==> src/rtl/line_fill_responder.sv <==
// Cache line refill responder: reads one line from a synchronous RAM a word at a
// time and returns it as a beat burst through a 2-entry output buffer.
module line_fill_responder #(
  parameter int MEM_WORDS = 4096,
  parameter int BEATS     = 8,
  parameter int LATENCY   = 2,
  parameter int AW        = $clog2(MEM_WORDS)
) (
  input  logic          clk,
  input  logic          rst,
  input  logic          req_valid,
  input  logic [63:0]   req_addr,
  output logic          req_ready,
  output logic          rsp_valid,
  input  logic          rsp_ready,
  output logic [63:0]   rsp_data,
  output logic          rsp_last,
  output logic          rsp_err,
  output logic          mem_rd,
  output logic [AW-1:0] mem_addr,
  input  logic [63:0]   mem_rdata
);
  localparam int KW = (BEATS > 1) ? $clog2(BEATS) : 1;

  typedef enum logic [1:0] {IDLE, WAIT, BURST, DRAIN} state_e;

  state_e        state_q;
  logic [AW-1:0] base_q;
  logic          err_q;
  logic [15:0]   wcnt_q;
  logic [KW-1:0] k_q;
  logic          inf_q, inf_last_q, inf_err_q;
  logic [63:0]   dat_q  [2];
  logic          last_q [2];
  logic          errb_q [2];
  logic          rd_q, wr_q;
  logic [1:0]    cnt_q;

  logic pop, push, issue, k_last;
  logic unused_addr_lsb;

  assign unused_addr_lsb = ^req_addr[2:0];

  assign req_ready = (state_q == IDLE);
  assign rsp_valid = (cnt_q != 2'd0);
  assign rsp_data  = dat_q[rd_q];
  assign rsp_last  = last_q[rd_q];
  assign rsp_err   = errb_q[rd_q];

  assign pop    = rsp_valid && rsp_ready;
  assign push   = inf_q;
  assign k_last = (k_q == KW'(BEATS - 1));
  // A slot is free once buffered + in-flight beats, net of this cycle's pop, is below 2.
  assign issue    = (state_q == BURST) &&
                    (({1'b0, cnt_q} + {2'b00, inf_q}) < (3'd2 + {2'b00, pop}));
  assign mem_rd   = issue && !err_q;
  assign mem_addr = mem_rd ? (base_q + AW'(k_q)) : '0;

  always_ff @(posedge clk) begin
    if (rst) begin
      state_q    <= IDLE;
      base_q     <= '0;
      err_q      <= 1'b0;
      wcnt_q     <= '0;
      k_q        <= '0;
      inf_q      <= 1'b0;
      inf_last_q <= 1'b0;
      inf_err_q  <= 1'b0;
      rd_q       <= 1'b0;
      wr_q       <= 1'b0;
      cnt_q      <= '0;
      for (int i = 0; i < 2; i++) begin
        dat_q[i]  <= '0;
        last_q[i] <= 1'b0;
        errb_q[i] <= 1'b0;
      end
    end else begin
      inf_q      <= issue;
      inf_last_q <= issue && k_last;
      inf_err_q  <= err_q;
      // Error beats never touch the RAM but reuse the same slot timing.
      if (push) begin
        dat_q[wr_q]  <= inf_err_q ? 64'h0 : mem_rdata;
        last_q[wr_q] <= inf_last_q;
        errb_q[wr_q] <= inf_err_q;
        wr_q         <= ~wr_q;
      end
      if (pop) rd_q <= ~rd_q;
      cnt_q <= cnt_q + 2'(push) - 2'(pop);

      case (state_q)
        IDLE: if (req_valid) begin
          base_q  <= req_addr[AW+2:3] & ~AW'(BEATS - 1);
          err_q   <= (req_addr[63:3] >= 61'(MEM_WORDS));
          k_q     <= '0;
          wcnt_q  <= 16'(LATENCY);
          state_q <= (LATENCY == 0) ? BURST : WAIT;
        end
        WAIT: begin
          if (wcnt_q <= 16'd1) state_q <= BURST;
          else                 wcnt_q  <= wcnt_q - 16'd1;
        end
        BURST: if (issue) begin
          k_q <= k_q + KW'(1);
          if (k_last) state_q <= DRAIN;
        end
        DRAIN: if (pop && rsp_last) state_q <= IDLE;
        default: state_q <= IDLE;
      endcase
    end
  end

  always_ff @(posedge clk) begin
    if (!rst) assert (!(push && !pop && cnt_q == 2'd2));
  end
endmodule

==> config.mk <==
export PLATFORM = sky130hd
export DESIGN_NAME = line_fill_responder
export DESIGN_NICKNAME = d
export VERILOG_FILES = /design/src/rtl/line_fill_responder.sv
export SDC_FILE = /design/constraint.sdc
export NUM_CORES = 1
export LEC_CHECK = 0
export CAP_MARGIN = 20
export CORE_ASPECT_RATIO = 1.25
export CORE_MARGIN = 5
export CORE_UTILIZATION = 52
export CTS_CLUSTER_SIZE = 12
export DETAILED_ROUTE_END_ITERATION = 8
export HOLD_SLACK_MARGIN = 0.02
export PLACE_DENSITY_LB_ADDON = 0.3
export SLEW_MARGIN = 40
export SYNTH_ARGS = -nofsm -noshare
export SYNTH_HDL_FRONTEND = slang
export SYNTH_SLANG_ARGS = --single-unit
==> constraint.sdc <==
create_clock -name clk -period 9 [get_ports clk]
set_clock_uncertainty 0.2 [all_clocks]
set_input_delay 1.8 -clock clk [delete_from_list [all_inputs] [get_ports clk]]
set_output_delay 1.8 -clock clk [all_outputs]
set_load 0.01 [all_outputs]
# == Word-level counts from Yosys, hierarchy flattened ==
# Memories as Yosys holds them, arrays and structs flattened. A register that Yosys moved wholly into a read port is not among the register bits.
# Cells that the tools add are included.
# totals
ff_bits,38
ramBits,132
input_bits,132
memories,3
# op_classes
n_addsub,7
order_cmp,3
n_eq_ne,10
n_mux,34
bitwise_logic,2
n_reduce_logical,17
# mem_list
name,words,width,rd,rd_ports_with_merged_regs,write_ports,line,text
dat_q,2,64,1,1,2,33,logic [63:0] dat_q [2];
errb_q,2,1,1,1,2,35,logic errb_q [2];
last_q,2,1,1,1,2,34,logic last_q [2];
# ops
cell,count
64-bit 2-to-1 mux,2
64-bit OR reduction,1
"61-bit by 13-bit >= comparator with 1-bit output, second input constant",1
16-bit 2-to-1 mux,2
16-bit case mux with 2 select lines,1
1-bit 2-to-1 mux,19
"16-bit by 1-bit <= comparator with 1-bit output, second input constant",1
"16-bit by 1-bit subtractor with 16-bit output, second input constant",1
12-bit by 3-bit adder with 12-bit output,1
12-bit 2-to-1 mux,1
"2-bit != test, second input constant",6
2-bit 2-to-1 mux,5
2-bit case mux with 4 select lines,1
3-bit 2-to-1 mux,2
3-bit case mux with 2 select lines,1
3-bit AND reduction,2
2-bit nonzero test,3
1-bit logical AND,5
5-bit AND reduction,1
"2-bit equality test, second input constant",2
2-bit by 1-bit adder with 3-bit output,1
"2-bit by 1-bit adder with 3-bit output, first input constant",1
"3-bit by 1-bit adder with 3-bit output, second input constant",1
"3-bit equality test, second input constant",1
9 further kinds,11

# == Longest topological paths before layout ==
# depth
ltp_word,7
mapped_depth,8
mapped_depth_nobuf,8

# == Worst setup path before layout ==
# OpenSTA, ideal clock, no wires.
# synth_timing
path_kind,input -> output
startpoint,input rsp_ready
endpoint,output mem_addr[10]
arrival_ns,3.093
required_ns,7.000
setup_slack_ns,3.907
stages,6
path_buffers,1
path_cell_list,o21ai_0 -> o21ai_0 -> nand3b_1 -> nor2_1 -> clkbuf_1 -> and2_1
# synth_via
elab_chain_cells,6
# synth_lines
item,line,text
from (decl),15,"input logic rsp_ready,"
1-bit logical AND,50,assign pop = rsp_valid && rsp_ready;
2-bit by 1-bit adder with 3-bit output,55,"(({1'b0, cnt_q} + {2'b00, inf_q}) < (3'd2 + {2'b00, pop}));"
3-bit less-than comparator,55,
1-bit logical AND,54,assign issue = (state_q == BURST) &&
1-bit logical AND,56,assign mem_rd = issue && !err_q;
net mem_rd,19,"output logic mem_rd,"
12-bit 2-to-1 mux,57,assign mem_addr = mem_rd ? (base_q + AW'(k_q)) : '0;
to (decl),20,"output logic [AW-1:0] mem_addr,"
# The timed path passes the listed nets, and every way through them passes these cells.

# == Final worst setup path ==
# layout_timing
startpoint,input rsp_ready
endpoint,output mem_addr[11]
# layout_via
elab_chain_cells,6
# layout_lines
item,line
1-bit logical AND,50
2-bit by 1-bit adder with 3-bit output,55
3-bit less-than comparator,55
1-bit logical AND,54
1-bit logical AND,56
12-bit 2-to-1 mux,57
# Every way passes these cells.

==> summary.md <==
| Metric | Value |
|---|---|
| Yosys Warn Count | `0` |
| Slew HR | `approximately half` |
| Reg-to-Reg Start | `state_q[1]` |
| Unrepaired setup endpoints after global routing | `no` |
| Worst-path maximum fanout | `13` |
| Met3 Use GR | `6.03%` |
| Synthesized cell area | `7640 µm²` |
| Clock sinks | `around 170` |
| Crit path required time | `7.00 ns` |
| Final hold vios | `0` |
| Share of cells above drive strength 1 | `14.6%` |
| Net Count, Synth | `815` |
| WL final | `19,200 µm` |
| Synth top area share | `51.9%` |
| Fin crit share | `72.9%` |
| Worst R2R End | `wcnt_q[8]` |
| Post-cts hold buffer count | `0` |
| DRT Pass-1 Iters | `5` |
| NumNets Final | `1,008` |
| Final std cell area, no fill | `10,500 µm²` |
| Initial drt markers | `474` |
| Via count | `5,840` |
| Setup WS post-layout | `~2.4 ns` |
| First-pass GRT wire length | `just over 30,000 µm` |
| Count leader, synth | `nor2_1` |
| Pins over their slew limit | `0` |
| Sequential share of the synthesized area | `62.1%` |
| GRT Overall Usage | `22.0%` |
| Placed inst area | `9850 µm²` |
| Area Growth Syn to Fin | `37.0%` |
| Reg2reg path depth | `7` |
| EDFF count, synth | `132` |
| Max rail drop VDD | `138 µV` |
| Crit Path Category | `in -> out` |
| Residual DRC | `0` |
| Root Buffer | `clkbuf_16` |
| Worst Setup SP | `rsp_ready` |
| Drt wl/cell | `18.2 µm` |
| P_leak | `just under 4 nW` |
| Num rows | `49` |
| Clk_lat worst skew | `0.42 ns` |
| CP endpoint kind | `output port` |
| Vias per inst | `around 5.5` |
| Met1 usage | `between 20% and 30%` |
| GRT Residual Overflow | `0` |
| I/O pin total | `213` |
| Htree depth | `4` |
| Number of buffers added on ports | `~210` |
| Area leader, netlist | `edfxtp_1` |
| Unique cell type count in the Yosys netlist | `44` |
| Routed Antenna Nets | `0` |
| ANT cells | `0` |
| Starting Density | `53.0%` |
| Clk buf depth | `2` |
| MaxCap Viol Count | `0` |
| Core Area | `14,400 µm²` |
| Syn Inst Count | `671` |
| Routability cong. | `0.826` |
| Post-synth ARST share | `0%` |
| Least-Margin Pin Slew | `slightly below 0.8 ns` |
| Top cell types by occurrence after synthesis | `153 x nor2_1, 132 x edfxtp_1, 93 x nand2_1, 67 x mux2_2, 39 x dfxtp_1` |
| Cell area power density | `257 nW/µm²` |
| Worst Hold Class | `reg -> reg` |
| Critical path launch point type | `input port` |
| Worst-path clk slew | `0.06 ns` |
| Setup crit end | `mem_addr[11]` |
| Total CTS buffers | `17` |
| Die height | `145 µm` |
| Syn avg cell area | `11.4 µm²` |
| Synth Flop Type | `edfxtp_1` |
| Main area contributors after synthesis | `edfxtp_1 52%, dfxtp_1 10%, mux2_2 9.9%, nor2_1 7.5%, nand2_1 4.6%` |
| Outcome | `finished, final reports clean` |
| Largest net degree at the start of global routing | `67` |
| Most Crowded Layer GR | `met2` |
| M2 GR Usage | `40.4%` |
| Post-DP HPWL | `12,800 µm` |
| Pre-CTS setup slack | `between 2 and 2.5 ns` |
| F_max | `152 MHz` |
| Die area | `17,200 µm²` |
| Horiz. Die Dim | `roughly 120 µm` |
| Setup repair bufs after CTS | `0` |
| Initial antenna violation count | `0` |
| TritonCTS clock tree | `done` |
| TNS Setup | `0 ns` |
| Number of global-route vias before repair | `6,310` |
| Final setup violation count | `0` |
| Reg2reg setup slack | `6.27 ns` |
| #FFs+latches synth | `171` |
| CTS resizes | `0` |
| CP arrival | `4.56 ns` |
| Fin crit period | `6.56 ns` |
[cells by family (layout without fill, tap and decap cells)]
| kind of cell | Yosys count | in the layout | synth area share (%) |
|---|---|---|---|
| buffers and inverters | 52 | 258 | 2.57 |
| AO/OA/AOI/OAI | 51 | 51 | 4.65 |
| adder cells (fa/ha/maj) | 12 | 12 | 1.97 |
| XOR/XNOR | 10 | 10 | 1.15 |
| flip-flops | 171 | 171 | 62.1 |
| multiplexers | 68 | 68 | 10.0 |
| AND/OR/NAND/NOR | 307 | 307 | 17.5 |
[metrics by stage]
step	util [%]	total power, mW	cells	hold WS [ns]
after floorplan	-	1.60	671	0.232
after global placement	68.3	1.92	1023	0.242
after detailed placement	68.4	1.96	1023	0.245
after CTS	72.6	2.70	1055	0.255
after global routing	72.6	2.82	1055	0.278
final	72.6	2.69	1055	0.255
[worst min-delay path by stage]
stage | from | endpoint | slack, ns | cells after the start
after floorplan | base_q[10] | base_q[10] | 0.23 | 2
after global placement | base_q[9] | base_q[9] | 0.24 | 2
after detailed placement | base_q[11] | base_q[11] | 0.24 | 2
after CTS | base_q[11] | base_q[11] | 0.26 | 2
after global routing | base_q[7] | base_q[7] | 0.28 | 2
final | base_q[11] | base_q[11] | 0.26 | 2
[power by group]
part	switching (mW)	internal (mW)	leakage [nW]
registers	0.0722	0.960	1.68
logic	0.463	0.456	1.97
clock network	0.312	0.428	0.305
total	0.847	1.84	3.96
[routing by layer]
metal,part of all wire (%),up-vias
li1,-,2740
met1,38,2850
met2,54,223
met3,6.5,27
met4,2.0,0
met5,0,-
[cells in the final DEF, fill, tap and decap left out, drive strengths merged, types with 15 or more instances in the layout]
master,count
mux2,67
inv,22
and2,15
edfxtp,132
dfxtp,39
nand2,93
nor2,153
clkbuf,22
a21oi,20
clkdlybuf4s50,205
[worst max-delay path, stage by stage]
cell	delay, ns
clkdlybuf4s50_1	0.50
o21ai_0	0.19
o21ai_0	0.52
nand3b_1	0.17
nor2_1	0.57
and2_1	0.26
clkdlybuf4s50_1	0.55
[cell type report]
cell class / instances / area [µm²]
fillers: 986 / 3950
inverters: 15 / 58.8
clock inverters: 10 / 86.3
clock buffers: 22 / 529
multi-input cells: 448 / 2720
repair buffers: 211 / 2090
flip-flops and latches: 171 / 4750
well taps: 178 / 223
[registers in the layout (all words and copies together), names as in the netlist, named ones only]
| name | cells |
|---|---|
| err_q | 1 |
| errb_q | 2 |
| state_q | 2 |
| k_q | 3 |
| rd_q | 1 |
| inf_last_q | 1 |
| wr_q | 1 |
| dat_q | 128 |
| wcnt_q | 16 |
| cnt_q | 2 |
| inf_err_q | 1 |
| inf_q | 1 |
| last_q | 2 |
| base_q | 9 |
(Power assumes the default switching activity.)
